[config.mk]
export PLATFORM = sky130hd
export DESIGN_NAME = poc_bus_arbiter
export DESIGN_NICKNAME = d
export VERILOG_FILES = /design/src/rtl/poc_bus_arbiter.sv
export SDC_FILE = /design/constraint.sdc
export NUM_CORES = 1
export LEC_CHECK = 0
export CAP_MARGIN = 30
export CORE_MARGIN = 2
export CORE_UTILIZATION = 42
export CTS_CLUSTER_DIAMETER = 40
export DETAILED_ROUTE_END_ITERATION = 7
export HOLD_SLACK_MARGIN = 0.03
export PLACE_DENSITY = 0.88
export SYNTH_ARGS = -nofsm -noshare
export SYNTH_HDL_FRONTEND = slang
export SYNTH_SLANG_ARGS = --single-unit
[constraint.sdc]
create_clock -name clk -period 2 [get_ports clk]
set_input_delay 0.6 -clock clk [delete_from_list [all_inputs] [get_ports clk]]
set_output_delay 0.6 -clock clk [all_outputs]
set_load 0.005 [all_outputs]
[src/rtl/poc_bus_arbiter.sv]
// Two-master round-robin arbiter for the POC register bus with lock, hold-time
// limit, a one-cycle idle gap between owners and interrupt routing to the mode owner.
module poc_bus_arbiter #(
  parameter int unsigned HOLD_MAX = 64
) (
  input  logic       clk,
  input  logic       rst,
  input  logic       m0_req,
  input  logic       m1_req,
  input  logic       m0_lock,
  input  logic       m1_lock,
  input  logic       m0_rw,
  input  logic       m1_rw,
  input  logic [2:0] m0_addr,
  input  logic [2:0] m1_addr,
  input  logic       m0_reg_in,
  input  logic       m1_reg_in,
  input  logic [7:0] m0_data,
  input  logic [7:0] m1_data,
  output logic       m0_gnt,
  output logic       m1_gnt,
  output logic       m0_reg_out,
  output logic       m1_reg_out,
  output logic       m0_irq,
  output logic       m1_irq,
  output logic       rw,
  output logic       reg_in,
  output logic [2:0] addr,
  output logic [7:0] data_out,
  input  logic       reg_out,
  input  logic       irq
);

  localparam int unsigned CW = $clog2(HOLD_MAX);
  localparam logic [CW-1:0] CNT_MAX = CW'(HOLD_MAX - 1);

  typedef enum logic [1:0] {IDLE, GNT0, GNT1, GAP} state_t;

  state_t        state;
  state_t        state_nxt;
  logic          last;
  logic [CW-1:0] hold_cnt;
  logic          own_valid;
  logic          own_id;

  logic          granted;
  logic          cur_id;
  logic          cur_req;
  logic          cur_lock;
  logic          cur_rw;
  logic [2:0]    cur_addr;
  logic          cur_reg_in;
  logic [7:0]    cur_data;
  logic          other_req;
  logic          drop;
  logic          fwd;
  logic          pick1;

  // Select the current owner's signals and decide the next state.
  always_comb begin
    granted    = (state == GNT0) || (state == GNT1);
    cur_id     = (state == GNT1);
    cur_req    = cur_id ? m1_req    : m0_req;
    cur_lock   = cur_id ? m1_lock   : m0_lock;
    cur_rw     = cur_id ? m1_rw     : m0_rw;
    cur_addr   = cur_id ? m1_addr   : m0_addr;
    cur_reg_in = cur_id ? m1_reg_in : m0_reg_in;
    cur_data   = cur_id ? m1_data   : m0_data;
    other_req  = cur_id ? m0_req    : m1_req;
    drop       = granted && !cur_lock &&
                 (!cur_req || ((hold_cnt == CNT_MAX) && other_req));
    fwd        = granted && cur_req;
    pick1      = m1_req && (!m0_req || !last);
    state_nxt  = state;
    case (state)
      IDLE, GAP: begin
        if (m0_req || m1_req) state_nxt = pick1 ? GNT1 : GNT0;
        else                  state_nxt = IDLE;
      end
      default: begin
        if (drop) state_nxt = GAP;
      end
    endcase
  end

  always_ff @(posedge clk) begin
    if (rst) begin
      state     <= IDLE;
      last      <= 1'b1;
      hold_cnt  <= '0;
      m0_gnt    <= 1'b0;
      m1_gnt    <= 1'b0;
      rw        <= 1'b0;
      reg_in    <= 1'b0;
      addr      <= 3'd0;
      data_out  <= 8'd0;
      own_valid <= 1'b0;
      own_id    <= 1'b0;
    end else begin
      state  <= state_nxt;
      m0_gnt <= (state_nxt == GNT0);
      m1_gnt <= (state_nxt == GNT1);

      if (!granted && (m0_req || m1_req)) begin
        last     <= pick1;
        hold_cnt <= '0;
      end else if (granted && (hold_cnt != CNT_MAX)) begin
        hold_cnt <= hold_cnt + CW'(1);
      end

      // Only the granted, requesting master reaches the POC; data_out holds when idle.
      if (fwd) begin
        rw       <= cur_rw;
        reg_in   <= cur_reg_in;
        addr     <= cur_addr;
        data_out <= cur_data;
        if (cur_rw && (cur_addr == 3'd0)) begin
          own_valid <= cur_reg_in;
          if (cur_reg_in) own_id <= cur_id;
        end
      end else begin
        rw     <= 1'b0;
        reg_in <= 1'b0;
        addr   <= 3'd0;
      end
    end
  end

  assign m0_reg_out = reg_out & m0_gnt;
  assign m1_reg_out = reg_out & m1_gnt;
  assign m0_irq     = (own_valid && !own_id) ? irq : 1'b1;
  assign m1_irq     = (own_valid &&  own_id) ? irq : 1'b1;

endmodule

==> results of run 1 <==
[path summary, 6_finish.rpt]
check | startpoint | end | slack (ps) | cells after the start
max | reg_out | m1_reg_out | 100 | 3
min | data_out[0]$_SDFFE_PP0N_ | data_out[0]$_SDFFE_PP0N_ | 510 | 2
max reg2reg | state[0]$_SDFF_PP0_ | m1_gnt$_SDFF_PP0_ | 230 | 6
min reg2reg | data_out[0]$_SDFFE_PP0N_ | data_out[0]$_SDFFE_PP0N_ | 510 | 2
[synthesized netlist by cell type (2+ instances only)]
master	n
o211ai_1	2
a31oi_1	2
buf_6	3
inv_1	2
xor2_1	2
a211oi_2	2
nand3_1	5
mux2i_1	14
and2_1	4
nand2_1	5
nand2b_1	2
a21oi_1	6
o21ai_0	2
nand3b_1	2
nor2_1	14
clkbuf_1	2
nor4b_1	2
and3_1	6
dfxtp_1	26
ha_1	2
a211oi_1	10
xnor2_1	3
nor3_1	6
[final cells by class]
type                       instances  share of cell area
inverter                           3             0.00603
clock buffer                       4              0.0194
timing repair buffer              56               0.286
tap                               33              0.0221
multi-input combinational        103               0.388
sequential                        26               0.279
[per-stage QoR]
step	hold WS [ps]	cells	power, mW
global route	531	225	1.82
global placement	489	221	1.43
detailed placement	498	221	1.47
floorplan	485	138	1.17
finish	513	225	1.73
CTS	518	225	1.73
[registers in the layout, indices dropped and copies added (netlist names)]
name       cells
reg_in         1
own_id         1
addr           3
state          2
hold_cnt       6
m1_gnt         1
data_out       8
last           1
m0_gnt         1
own_valid      1
rw             1
[worst max-delay path, cell delays in order]
cell	delay (ps)
clkdlybuf4s50_1	470
and2_1	120
clkbuf_2	110
[repair_timing]
action | 4_1_cts | 5_1_grt
gates resized for setup | 10 | 3
endpoints found under the setup margin | 4 | 3
pin swaps | 0 | 0
[metal layers]
layer  vias to the layer above  part of all wire  track usage
met5                         -                 0            0
met4                         0             0.020       0.0889
met3                         7             0.056       0.0306
met2                        55              0.55        0.366
met1                       586              0.37        0.183
li1                        617                 -            -
[cells by family (layout without fill, tap and decap cells)]
group / count (synthesis) / after routing / synth area share
xor+xnor: 5 / 5 / 0.0338
mux: 14 / 14 / 0.108
buf+inv: 9 / 63 / 0.0444
fa+ha+maj: 2 / 2 / 0.0193
compound gates: 28 / 28 / 0.158
simple gates: 54 / 54 / 0.235
flops: 26 / 26 / 0.402
[power by group through the flow]
stage               sequential (mW)  clock (mW)  combinational [mW]
floorplan                     0.680           0               0.491
global route                  0.678       0.293               0.850
CTS                           0.667       0.275               0.793
detailed placement            0.678           0               0.793
finish                        0.666       0.272               0.789
global placement              0.672           0               0.755
==> results.cfg, run 1 <==
[outcome]
status = complete, no violations

[synthesis]
synth-main-ff-cell = dfxtp_1
synth_top_area_frac = 0.402
synth_cell_types = 37
syn_inst = 138
ys_seq_area_frac = 0.402
synth_nets = 174
ys_ff_latch = 26
syn_area_um2 = 1300
yosys_warnings = 0
syn_avg_cell_area_um2 = 9.39
yosys.area.top_type = dfxtp_1
synth-edff-count = 0
synthTopCellsByArea = dfxtp_1, mux2i_1, a211oi_1
async_flop_share = 0

[layout]
area_growth_syn_to_layout_pct = 44.0
insertedDiodeCount = 0
multi_input_area_um2 = 724
register_area_um2 = 520
fin_nets = 229
layout_common_cells = clkdlybuf4s50_1, dfxtp_1, mux2i_1, nor2_1, a211oi_1
drive_above_1_share = 0.0990
final_common_cell = clkdlybuf4s50_1
design_area_um2 = 1870
fillers = 261
final_util = 0.622

[cts]
clk_pin_slew_ps = 140
cts_tree = built
cts_hold_buf = 0
clock_sinks = 26
cts_buffers = 3
postCtsSetupBuffers = 0
htree_levels = 1
clock_latency_ps = 330
cts-root-buf = clkbuf_4
cts_buffer_depth = 2

[global_routing]
antenna_found_initial = 0
grt_pass1_wl_mm = 4.97
grt_max_degree = 17
track_usage = 0.185
grt_pass1_vias = 1204
grt_overflow = 0

[floorplanning]
rows = 20
die-area_um2 = 3550
core_um2 = 3000
die_w_um = 59.6
die_h_um = 59.6
ios = 53
start_util = 0.432

[drt]
final_antenna_net_count = 0
drc = 0
initialDrtViolationCount = 48
wire_per_inst_um = 14.4
vias = 1265
firstDrtPassIters = 4
routed_via_density = 5.62
wl_mm = 3.24

[placement]
gp_congestion = 0.764
port_buffers = 52
place_ws_ps = -389
dpl-instance-area_um2 = 1840
dp_hpwl_mm = 2.51

[pwr]
power.leakage_nw = 0.661
ir_drop_mv = 0.547
p_int_mw = 1.15
p_sw_mw = 0.580
p_per_area_nw_per_um2 = 925
pwr-share-seq = 0.386
pwr-share-clk = 0.157
swShare = 0.336
combPwrFrac = 0.457

[sta]
hold_viol = 0
worst_pin_slew_ps = 358
relSlewSlack = 0.760
period_needed_ps = 1900
setup_slack_ps = 102
rsz0062_at_grt = no
period_share = 0.949
clock.fmax_mhz = 527
fin_worst_skew_ps = 3.87
finalMaxSlewViolations = 0
totalNegativeSetupSlack_ps = 0
setup_viol = 0

[critical_path]
crit_required_ps = 1400
cp-start-kind = primary input
arrival_ps = 1300
path_max_fanout = 2
crit_type = in2out
critPathCaptureType = primary output

[hold_path]
min_path_type = reg2reg

[run]
drv_cap = 0
Power figures use the tool's default switching activity.
==> run 2: changes to the inputs <==
==> constraint.sdc (replaced) <==
create_clock -name clk -period 2 [get_ports clk]
set_input_delay 0.2 -clock clk [delete_from_list [all_inputs] [get_ports clk]]
set_output_delay 0.2 -clock clk [all_outputs]
set_load 0.005 [all_outputs]
==> results.cfg, run 2 (synthesized netlist as in run 1, its figures left out) <==
[outcome]
status = complete, no violations

[layout]
layout.cells.non_filler = 223
fin_nets = 228
top_regs = data_out: 8 flops, hold_cnt: 6 flops, addr: 3 flops
drive_above_1_share = 0.0737
area_growth_syn_to_layout_pct = 43.7
regMostFlops = data_out
final_util = 0.620
fillers = 279
insertedDiodeCount = 0
layout_common_cells = clkdlybuf4s50_1, dfxtp_1, mux2i_1, nor2_1, a211oi_1
final_common_cell = clkdlybuf4s50_1
largest_reg_flops = 8

[sta]
setup_viol = 0
clock.fmax_mhz = 533
relSlewSlack = 0.667
worst_pin_slew_ps = 498
hold_viol = 0
period_needed_ps = 1870
setup_slack_ps = 125
fin_worst_skew_ps = 2.79
period_share = 0.937
finalMaxSlewViolations = 0

[cts]
cts_hold_buf = 0
clock_sinks = 26
cts_tree = built
clk_pin_slew_ps = 130
postCtsSetupBuffers = 0
clock_latency_ps = 330
cts_buffers = 3
cts_buffer_depth = 2
htree_levels = 1
cts-root-buf = clkbuf_4

[critical_path]
cp-start-kind = register
arrival_ps = 2130
critPathCaptureType = register
path_max_fanout = 12
crit_type = reg2reg
crit_required_ps = 2250

[hold_path]
min_path_type = in2reg

[global_routing]
antenna_found_initial = 0
grt_max_degree = 17
grt_pass1_wl_mm = 5.11
grt_overflow = 0
track_usage = 0.189
grt_pass1_vias = 1233

[placement]
gp_congestion = 0.852
placed_cells = 220
place_ws_ps = 180
port_buffers = 52
dp_hpwl_mm = 2.41

[pwr]
p_per_area_nw_per_um2 = 892
ir_drop_mv = 0.465
power.leakage_nw = 0.651

[drt]
initialDrtViolationCount = 40
wl_mm = 3.10
wire_per_inst_um = 13.9
final_antenna_net_count = 0
vias = 1244
drc = 0
routed_via_density = 5.58
firstDrtPassIters = 4

[floorplanning]
die_h_um = 59.6
rows = 20
start_util = 0.432
die_w_um = 59.6
ios = 53
die-area_um2 = 3550
core_um2 = 3000

[run]
drv_cap = 0
[run 2: changes by cell type in the layout (fill, tap and decap cells not counted)]
| cell | before | now |
|---|---|---|
| buf_2 | 1 | 0 |
| clkbuf_2 | 2 | 0 |
| dlygate4sd2_1 | 2 | 0 |
| buf_4 | 4 | 3 |
| clkbuf_8 | 1 | 0 |
| clkdlybuf4s50_1 | 47 | 52 |
[run 2: repair_timing]
action                                  4_1_cts  5_1_grt
endpoints found under the setup margin        0        2
resized for setup                             0        1
hold endpoints to repair                      0        0
[run 2: path summary, 6_finish.rpt]
| path | from | to | slack [ps] | cells after the start |
|---|---|---|---|---|
| worst max-delay path | state[0]$_SDFF_PP0_ | own_id$_SDFFE_PP0P_ | 130 | 6 |
| worst min-delay path | m0_data[2] | data_out[2]$_SDFFE_PP0N_ | 490 | 3 |
| worst max register to register | state[0]$_SDFF_PP0_ | own_id$_SDFFE_PP0P_ | 130 | 6 |
| worst min register to register | data_out[0]$_SDFFE_PP0N_ | data_out[0]$_SDFFE_PP0N_ | 520 | 2 |
[run 2: power by group]
group | internal (mW) | leakage [nW] | switching [mW]
clock | 0.0709 | 0.0138 | 0.153
combinational | 0.409 | 0.426 | 0.361
sequential | 0.616 | 0.212 | 0.0521
[run 2: critical path: stages, from the launching register on]
cell	delay (ps)
dfxtp_1	370
inv_1	50
ha_1	440
nor4_2	390
and3_1	230
o211ai_1	110
a31oi_1	200
[run 2: routing by layer]
layer / track usage / part of all wire / wire length (µm) / up-vias
met3: 0.0306 / 0.058 / 180 / 5
met4: 0.0889 / 0.015 / 48 / 0
li1: - / - / - / 610
met1: 0.200 / 0.40 / 1240 / 580
met5: 0 / 0 / 0 / -
met2: 0.358 / 0.53 / 1640 / 49
[run 2: through the flow]
step	total power, mW	TNS, ps	cell area (µm²)	hold WS, ps
after global routing	1.77	-2.41	1860	520
after floorplan	1.17	0	1300	392
after global placement	1.41	0	1830	488
after detailed placement	1.45	0	1830	500
final	1.66	0	1860	491
after CTS	1.66	0	1860	497
[run 2: area by class of cell]
type / count / area, µm² / area share
Multi-Input combinational cell: 103 / 724 / 0.389
Timing Repair Buffer: 55 / 543 / 0.291
Sequential cell: 26 / 520 / 0.279
Tap cell: 33 / 41.3 / 0.0222
Clock buffer: 3 / 22.5 / 0.0121
Inverter: 3 / 11.3 / 0.00604
